**src/rtl/pc_sequencer_if.sv**
```systemverilog
// Control/status bundle between the run controller and the single-cycle datapath.
interface pc_sequencer_if #(
  parameter int unsigned CNT_BITS = 16
);
  logic                go;
  logic                step_mode;
  logic                stall;
  logic                halt_req;
  logic [31:0]         next_pc;
  logic [31:0]         pc;
  logic                commit;
  logic                running;
  logic                halted;
  logic                fault;
  logic [2:0]          state;
  logic [CNT_BITS-1:0] instr_count;
  logic [CNT_BITS-1:0] stall_count;

  modport master (
    output go, step_mode, stall, halt_req, next_pc,
    input  pc, commit, running, halted, fault, state, instr_count, stall_count
  );

  modport slave (
    input  go, step_mode, stall, halt_req, next_pc,
    output pc, commit, running, halted, fault, state, instr_count, stall_count
  );
endinterface

```
**src/rtl/pc_sequencer.sv**
```systemverilog
// Run/step/pause/halt controller: owns the architectural PC, issues the commit
// strobe, and keeps saturating instruction/stall statistics.
module pc_sequencer #(
  parameter logic [31:0] RESET_PC = 32'h0000_0000,
  parameter int unsigned CNT_BITS = 16
) (
  input logic            clk,
  input logic            rst,
  pc_sequencer_if.slave  bus
);

  typedef enum logic [2:0] {
    IDLE  = 3'd0,
    RUN   = 3'd1,
    STEP  = 3'd2,
    PAUSE = 3'd3,
    HALT  = 3'd4
  } state_t;

  state_t              state_q, state_d;
  logic                go_d;
  logic                go_pulse;
  logic [31:0]         pc_q, pc_d;
  logic                fault_q, fault_d;
  logic [CNT_BITS-1:0] instr_q, stall_q;
  logic                inc_instr, inc_stall;
  logic                commit_c;

  assign go_pulse = bus.go & ~go_d;

  always_ff @(posedge clk or posedge rst) begin
    if (rst) begin
      state_q <= IDLE;
      go_d    <= 1'b0;
      pc_q    <= RESET_PC;
      fault_q <= 1'b0;
      instr_q <= '0;
      stall_q <= '0;
    end else begin
      state_q <= state_d;
      go_d    <= bus.go;
      pc_q    <= pc_d;
      fault_q <= fault_d;
      // Counters stick at all-ones rather than wrapping.
      if (inc_instr && (instr_q != '1)) instr_q <= instr_q + CNT_BITS'(1);
      if (inc_stall && (stall_q != '1)) stall_q <= stall_q + CNT_BITS'(1);
    end
  end

  always_comb begin
    state_d   = state_q;
    pc_d      = pc_q;
    fault_d   = fault_q;
    commit_c  = 1'b0;
    inc_instr = 1'b0;
    inc_stall = 1'b0;
    case (state_q)
      IDLE, PAUSE: begin
        if (go_pulse) state_d = bus.step_mode ? STEP : RUN;
      end
      RUN, STEP: begin
        // Syscall commits but keeps its own address in pc.
        if (bus.halt_req && !bus.stall) begin
          commit_c  = 1'b1;
          inc_instr = 1'b1;
          state_d   = HALT;
        end else if (go_pulse && (state_q == RUN)) begin
          state_d = PAUSE;
        end else if (bus.stall) begin
          inc_stall = 1'b1;
        end else if (bus.next_pc[1:0] != 2'b00) begin
          fault_d = 1'b1;
          state_d = HALT;
        end else begin
          commit_c  = 1'b1;
          inc_instr = 1'b1;
          pc_d      = bus.next_pc;
          state_d   = (state_q == STEP) ? PAUSE : RUN;
        end
      end
      HALT:    state_d = HALT;
      default: state_d = IDLE;
    endcase
  end

  assign bus.commit      = commit_c & ~rst;
  assign bus.pc          = pc_q;
  assign bus.fault       = fault_q;
  assign bus.state       = state_q;
  assign bus.running     = (state_q == RUN) || (state_q == STEP);
  assign bus.halted      = (state_q == HALT);
  assign bus.instr_count = instr_q;
  assign bus.stall_count = stall_q;

endmodule

```
**src/flat_wrapper.sv**
```systemverilog
// flat-port wrapper written by rule: the top's interface ports become plain ports
module pc_sequencer_flat 
#(
  parameter logic [31:0] RESET_PC = 32'h0000_0000,
  parameter int unsigned CNT_BITS = 16
)
  (clk, rst, bus_go, bus_step_mode, bus_stall, bus_halt_req, bus_next_pc, bus_pc, bus_commit, bus_running, bus_halted, bus_fault, bus_state, bus_instr_count, bus_stall_count);
  pc_sequencer_if #(.CNT_BITS(CNT_BITS)) bus_i ();
  input logic clk;
  input logic rst;
  input wire logic [$bits(bus_i.go)-1:0] bus_go;
  input wire logic [$bits(bus_i.step_mode)-1:0] bus_step_mode;
  input wire logic [$bits(bus_i.stall)-1:0] bus_stall;
  input wire logic [$bits(bus_i.halt_req)-1:0] bus_halt_req;
  input wire logic [$bits(bus_i.next_pc)-1:0] bus_next_pc;
  output wire logic [$bits(bus_i.pc)-1:0] bus_pc;
  output wire logic [$bits(bus_i.commit)-1:0] bus_commit;
  output wire logic [$bits(bus_i.running)-1:0] bus_running;
  output wire logic [$bits(bus_i.halted)-1:0] bus_halted;
  output wire logic [$bits(bus_i.fault)-1:0] bus_fault;
  output wire logic [$bits(bus_i.state)-1:0] bus_state;
  output wire logic [$bits(bus_i.instr_count)-1:0] bus_instr_count;
  output wire logic [$bits(bus_i.stall_count)-1:0] bus_stall_count;
  assign bus_i.go = bus_go;
  assign bus_i.step_mode = bus_step_mode;
  assign bus_i.stall = bus_stall;
  assign bus_i.halt_req = bus_halt_req;
  assign bus_i.next_pc = bus_next_pc;
  assign bus_pc = bus_i.pc;
  assign bus_commit = bus_i.commit;
  assign bus_running = bus_i.running;
  assign bus_halted = bus_i.halted;
  assign bus_fault = bus_i.fault;
  assign bus_state = bus_i.state;
  assign bus_instr_count = bus_i.instr_count;
  assign bus_stall_count = bus_i.stall_count;
  pc_sequencer #(.RESET_PC(RESET_PC), .CNT_BITS(CNT_BITS)) u_core (.clk(clk), .rst(rst), .bus(bus_i));
endmodule
```
**config.mk**
```make
export PLATFORM = sky130hd
export DESIGN_NAME = pc_sequencer_flat
export DESIGN_NICKNAME = d
export VERILOG_FILES = /design/src/rtl/pc_sequencer_if.sv /design/src/rtl/pc_sequencer.sv /design/src/flat_wrapper.sv
export SDC_FILE = /design/constraint.sdc
export NUM_CORES = 1
export LEC_CHECK = 0
export BUFFER_PORTS_ARGS = -buffer_cell sky130_fd_sc_hd__buf_2
export CAP_MARGIN = 15
export CORE_ASPECT_RATIO = 1.4
export CORE_MARGIN = 5
export CORE_UTILIZATION = 45
export DETAILED_ROUTE_END_ITERATION = 6
export HOLD_SLACK_MARGIN = 0.08
export PLACE_DENSITY = 0.75
export SYNTH_ARGS = -nofsm -noshare
export SYNTH_HDL_FRONTEND = slang
export SYNTH_SLANG_ARGS = --single-unit
```
**constraint.sdc**
```tcl
create_clock -name clk -period 2.11 [get_ports clk]
set_clock_uncertainty 0.15 [all_clocks]
set_input_delay 0.422 -clock clk [delete_from_list [all_inputs] [get_ports clk]]
set_output_delay 0.422 -clock clk [all_outputs]
set_load 0.005 [all_outputs]
```
==> results of run 1 <==
==> cell type report <==
type | count | area, um^2
multi-input combinational | 175 | 1470
sequential | 69 | 1730
inverter | 7 | 30.0
clock buffer | 12 | 135
timing repair buffer | 131 | 759
tap | 95 | 119
fill | 577 | 2660
clock inverter | 4 | 72.6
==> worst paths after layout <==
kind | endpoint | slack [ps] | cells past startpoint
worst max-delay path | bus_commit | 1 | 6
worst min-delay path | u_core.bus.pc[23]$_DFFE_PP0P_ | 140 | 2
worst max register to register | u_core.bus.pc[12]$_DFFE_PP0P_ | 90 | 7
worst min register to register | u_core.bus.fault$_DFFE_PP0P_ | 320 | 1
max in group asynchronous | u_core.bus.state[0]$_DFFE_PP0P_ | 900 | 4
min in group asynchronous | u_core.bus.state[1]$_DFFE_PP0P_ | 620 | 4
==> flip-flops by register name (all words and copies together) (netlist names) <==
signal / flops
u_core.bus.state: 3
u_core.go_d: 1
u_core.bus.pc: 32
u_core.bus.fault: 1
u_core.bus.stall_count: 16
u_core.bus.instr_count: 16
==> power by group through the flow <==
stage / logic (W) / registers [W] / clock network, W
after detailed placement: 0.00140 / 0.00196 / 0
final: 0.00154 / 0.00194 / 0.00115
after CTS: 0.00146 / 0.00194 / 0.00119
after global routing: 0.00169 / 0.00199 / 0.00125
after floorplan: 0.000762 / 0.00196 / 0
after global placement: 0.00135 / 0.00194 / 0
==> metrics by stage <==
stage | instance area [um^2] | total power, W | instances
5_1_grt | 4320 | 0.00493 | 493
3_3_place_gp | 3960 | 0.00329 | 466
4_1_cts | 4240 | 0.00459 | 490
2_1_floorplan | 3230 | 0.00273 | 256
3_5_place_dp | 3960 | 0.00336 | 466
6_report | 4320 | 0.00463 | 493
==> layer usage <==
layer,vias up,GRT usage
met5,-,0
met4,0,0.0785
met3,10,0.0463
met2,78,0.297
met1,1252,0.200
li1,1196,-
==> timing repair <==
item,in CTS,in global routing
gates resized for setup,3,6
setup endpoints to repair,2,37
gates cloned,0,0
pin swaps,3,5
endpoints found under the hold margin,70,0
setup buffers,6,3
hold buffers,2,0
==> layout by cell type (no fill, tap or decap), drive strengths merged, types with 3 or more instances in the layout <==
cell | synthesis | routed
buf | 5 | 129
dfrtp | 69 | 69
mux2 | 32 | 32
xnor2 | 15 | 15
nand3 | 14 | 14
nor2 | 14 | 14
xor2 | 13 | 13
clkbuf | 0 | 12
a21oi | 10 | 10
nand4 | 9 | 9
nand2 | 8 | 8
nor3 | 8 | 8
inv | 7 | 6
and3 | 6 | 6
and4 | 5 | 5
o21ai | 4 | 4
nor4 | 4 | 4
a21o | 3 | 3
nor2b | 3 | 3
and2 | 3 | 3
nand2b | 3 | 3
a211oi | 3 | 3
==> cells by family after synthesis <==
family | Yosys count | share of synthesized area
and+or+nand+nor | 87 | 0.184
xor gates and xnor gates | 28 | 0.0761
muxes | 33 | 0.116
buffers and inverters | 12 | 0.0210
AOI/OAI and AO/OA | 25 | 0.0590
DFF | 69 | 0.536
adders and majority gates | 2 | 0.00776
==> metrics.md, run 1 <==
| Metric | Value |
|---|---|
| Hold path startpoint | `bus_next_pc[23]` |
| Metal3 WL | `around 440 um` |
| Cell area after synthesis | `0.00322 mm^2` |
| Worst Path Arrival | `between 1500 and 2000 ps` |
| CTS Sinks | `between 60 and 70` |
| Worst EP required | `1540 ps` |
| Delay-heaviest family, CP | `flip-flops` |
| DR vias/cell | `5.14` |
| Buffers on Ports | `108` |
| Core Region | `0.00698 mm^2` |
| Fin Setup TNS | `0 ps` |
| Top Metal Used | `met4` |
| GRT Overall Usage | `0.173` |
| RSZ-0062 raised after global routing | `true` |
| H-tree Lvls | `3` |
| Clock Root Buffer | `clkbuf_8` |
| # Max-Cap Violations | `0` |
| RePlAce Congestion | `~0.79` |
| GRT overflow | `0` |
| Status | `finished clean` |
| Setup Viol. Count Final | `0` |
| Max Buffers Root-to-Sink | `2` |
| Max VDD drop | `0.611 mV` |
| Post-DP HPWL | `5.26 mm` |
| Reg power frac | `0.419` |
| Most instantiated cells after synthesis | `dfrtp_1 (69), mux2_2 (28), xnor2_1 (15)` |
| Critical path origin | `u_core.bus.state[1]$_DFFE_PP0P_` |
| N_diodes | `0` |
| Total Wirelength | `7.47 mm` |
| Drt initial violations | `62` |
| Antenna violations before repair | `0` |
| Comb power frac | `0.332` |
| First-pass GRT wire length | `11.8 mm` |
| Crit path buf inv count | `2` |
| Seq/Total Area, Yosys | `0.536` |
| CP Cell Sequence | `buf_6, nand4bb_4, a21o_1, nand2_4, nor2_2, buf_2` |
| Yosys top cell by area | `dfrtp_1` |
| Clk_lat worst skew | `340 ps` |
| Highest Clock Rate | `474 MHz` |
| Slew Limit Fails | `0` |
| DRT Pass-1 Iters | `4` |
| Syn nets | `a little under 300` |
| CP max stage delay | `roughly 420 ps` |
| Synth warn | `0` |
| Starting Density | `0.462` |
| Post-synthesis register bit count | `69` |
| Post-synthesis cell count | `around 260` |
| ANT nets after route | `0` |
| WL met1 | `2.84 mm` |
| # rows | `36` |
| Worst rel slew slack | `0.751` |
| Placement Setup Slack | `between 50 and 60 ps` |
| Internal power | `between 0.003 and 0.004 W` |
| Pleak | `2.19 nW` |
| CP startpoint kind | `register` |
| Worst Hold Class | `primary input to register` |
| Io pins | `between 100 and 150` |
| NetSw | `0.00144 W` |
| Yosys top cell area share | `0.536` |
| Main synth FF type | `dfrtp_1` |
| Post-synth EDFFs | `0` |
| Hold WS | `around 140 ps` |
| Shortest period the worst path allows | `2110 ps` |
| Die width | `81.5 um` |
| Largest net degree at the start of global routing | `70` |
| Unique masters post-synth | `50` |
| Avg WL per Cell | `between 15 and 20 um` |
| Clock Power Share | `0.249` |
| Worst setup margin | `0.971 ps` |
| Most frequent cell after synthesis | `dfrtp_1` |
| Clk pin slew, worst setup/hold paths | `70 ps` |
| Post-route DRC | `0` |
| Crit. End Element | `primary output` |
| Sw Share | `0.310` |
| Final nets | `433` |
| Layout cells sized above 1 | `0.497` |
| Final period utilization | `1.00` |
| Vias in the first global route | `2,533` |
| Top cells by area, synth | `dfrtp_1 (54%), mux2_2 (9.8%), xnor2_1 (4.1%), xor2_1 (3.5%), nand3_1 (2.0%)` |
| Post-layout util | `0.618` |
| Slowest-stage cell, CP | `dfrtp_1` |
| Area delta synth->final | `34.0%` |
| Die height | `110 um` |
| CP max FO | `4` |
| Die ar. | `0.00898 mm^2` |
| Reg2reg start | `u_core.bus.state[0]$_DFFE_PP0P_` |
| CTS tree | `built` |
| Via count | `2,536` |
| Async SR Flop Fraction | `1.00` |
| Critical path class | `register to primary output` |
| Worst-Margin Slew | `370 ps` |
| Avg Synthesized Cell Area | `12.6 um^2` |
| Metal2 WL | `roughly 4.0 mm` |
| Fin. Hold Viols | `0` |
| Num CTS Buffers | `9` |
| Pwr dens | `1070 mW/mm^2` |
Note: power is estimated with default switching activity, not from simulation.
==> inputs of run 2 (changes only) <==
PLACE_DENSITY = 0.72   (was 0.75)
clock period = 2.6 ns   (was 2.11 ns; I/O delays follow)
==> run 2 against run 1 <==
Global-route usage shrank 1.4 points. Setup slack better by 150 ps. Flip-flop and latch count is the same. Die area stayed put. First-iteration DRC count decreased by 4.8%. Clock power is 8% higher. Via count shrank 5.4%. Sequential share of layout area is 1.1 points higher.
==> metrics.md, run 2 (synthesis results as in run 1) <==
| Metric | Value |
|---|---|
| Crit. End Element | `primary output` |
| Clk_lat worst skew | `330 ps (about the same)` |
| Total Wirelength | `6.88 mm (-7.8%)` |
| Layout cells sized above 1 | `0.467 (-0.0305)` |
| Final nets | `414 (-4.4%)` |
| CTS Sinks | `69 (unchanged)` |
| Hold path startpoint | `bus_go` |
| Max reg flops | `32 (unchanged)` |
| Number of filler cells placed in the layout | `585 (+1.4%)` |
| # rows | `36 (unchanged)` |
| Comb power frac | `0.265 (-0.067)` |
| Area delta synth->final | `30.1%` |
| First-pass GRT wire length | `11.1 mm (-6.3%)` |
| Max Buffers Root-to-Sink | `2 (unchanged)` |
| Die ar. | `0.00898 mm^2 (unchanged)` |
| Final period utilization | `0.943` |
| CTS tree | `built` |
| Highest Clock Rate | `408 MHz` |
| H-tree Lvls | `3 (unchanged)` |
| Worst EP required | `1930 ps (+390 ps)` |
| Reg power frac | `0.414 (-0.005)` |
| Antenna violations before repair | `0 (unchanged)` |
| Critical path origin | `u_core.bus.state[1]$_DFFE_PP0P_` |
| GRT overflow | `0 (unchanged)` |
| Avg WL per Cell | `14.5 um (-4.1%)` |
| Drt initial violations | `59 (-4.8%)` |
| Clock Root Buffer | `clkbuf_8` |
| Buffers on Ports | `108 (unchanged)` |
| Reg2reg start | `u_core.bus.state[1]$_DFFE_PP0P_` |
| Critical path class | `register to primary output` |
| Setup Viol. Count Final | `0 (unchanged)` |
| Die width | `81.5 um (unchanged)` |
| NetSw | `0.00110 W (-24%)` |
| Hold bufs inserted after CTS | `1 (-1)` |
| Register-to-Register Path Depth | `6 (-1)` |
| Max VDD drop | `0.552 mV (-9.6%)` |
| Worst Hold Class | `primary input to register` |
| Pwr dens | `924 mW/mm^2 (-14%)` |
| Fin. Hold Viols | `0 (unchanged)` |
| Shortest period the worst path allows | `about 2500 ps` |
| # Max-Cap Violations | `0 (unchanged)` |
| DR vias/cell | `5.06 (-1.7%)` |
| Post-DP HPWL | `5.21 mm (-0.90%)` |
| ANT nets after route | `0 (unchanged)` |
| Num CTS Buffers | `9 (unchanged)` |
| Worst Path Arrival | `1780 ps (+240 ps)` |
| Clock Power Share | `0.321 (+0.072)` |
| Fin Setup TNS | `0 ps (unchanged)` |
| Worst rel slew slack | `0.638 (-0.113)` |
| Total power after layout | `0.00388 W (-16%)` |
| Slew Limit Fails | `0 (unchanged)` |
| Sw Share | `0.283 (-0.0272)` |
| Hold WS | `188 ps (+50.0 ps)` |
| RePlAce Congestion | `0.822 (+4.4%)` |
| GRT Overall Usage | `0.159 (-0.0141)` |
| Post-CTS sizing | `0 (-3)` |
| Pleak | `2.13 nW (-2.7%)` |
| Vias in the first global route | `2,375 (-6.2%)` |
| N_diodes | `0 (unchanged)` |
| CP startpoint kind | `register` |
| Core Region | `0.00698 mm^2 (unchanged)` |
| Worst-Margin Slew | `539 ps (+168 ps)` |
| RSZ-0062 raised after global routing | `false` |
| CP max FO | `12 (+8)` |
| Most common cell after layout, fill and taps aside | `buf_2` |
| Post-route DRC | `0 (unchanged)` |
| Setup bufs post-CTS | `0 (-6)` |
| Clk pin slew, worst setup/hold paths | `70 ps (about the same)` |
| Most frequent cells in the layout | `buf_2 (108), dfrtp_1 (69), mux2_2 (28)` |
| Starting Density | `0.462 (unchanged)` |
| Post-layout util | `0.601 (-0.0177)` |
| DRT Pass-1 Iters | `4 (unchanged)` |
| Hold depth | `1 (-1)` |
| Io pins | `109 (unchanged)` |
| Via count | `2,398 (-5.4%)` |
| Largest net degree at the start of global routing | `50 (-29%)` |
| Die height | `110 um (unchanged)` |
| Status | `finished clean` |
| Internal power | `0.00278 W (-13%)` |
run 2: changes by cell type in the layout (fill, tap and decap cells not counted), moves of 2 or more:
cell       change
dfrtp_2        -2
bufinv_16      +3
dfrtp_1        +2
nor3_2         -2
clkbuf_1       -3
nor3_1         +2
buf_4         -16
run 2: layer usage:
layer  track usage  vias up  routed length, um
met5             0        -                  0
met4        0.0652        0                 96
met3        0.0341        9                424
met2         0.274       70               3730
met1         0.191     1159               2640
li1              -     1160                  -
run 2: worst max-delay path, stage by stage, from the launching register on:
cell and delay (ps):
dfrtp_1 520, nand2b_4 220, a211oi_4 370, nand2_4 130
nor2_1 90, buf_2 110
run 2: worst paths after layout:
kind	to	slack [ps]
setup / recovery	bus_commit	150
hold / removal	u_core.go_d$_DFF_PP0_	190
setup reg to reg	u_core.bus.pc[9]$_DFFE_PP0P_	430
hold reg to reg	u_core.bus.fault$_DFFE_PP0P_	310
max in group asynchronous	u_core.bus.pc[19]$_DFFE_PP0P_	1070
min in group asynchronous	u_core.bus.instr_count[15]$_DFFE_PP0P_	610
run 2: cell type report:
class	instances	area, um^2	area share
multi-input combinational	175	1430	0.341
clock buffer	10	138	0.0328
tap	95	119	0.0283
sequential	69	1730	0.412
timing repair buffer	112	598	0.143
clock inverter	6	158	0.0376
inverter	7	26.3	0.00626
run 2: power by group through the flow:
stage / Combinational [W] / Sequential (W) / Clock (W)
floorplan: 0.000618 / 0.00159 / 0
global placement: 0.00102 / 0.00161 / 0
detailed placement: 0.00105 / 0.00163 / 0
CTS: 0.00105 / 0.00161 / 0.00127
global route: 0.00114 / 0.00165 / 0.00133
finish: 0.00103 / 0.00161 / 0.00124
run 2: stage by stage:
stage,worst slack [ps],cells,cell area (um^2)
2_1_floorplan,190,256,3220
6_report,149,474,4190
5_1_grt,37.8,474,4190
4_1_cts,121,474,4190
3_3_place_gp,486,457,3890
3_5_place_dp,455,457,3890
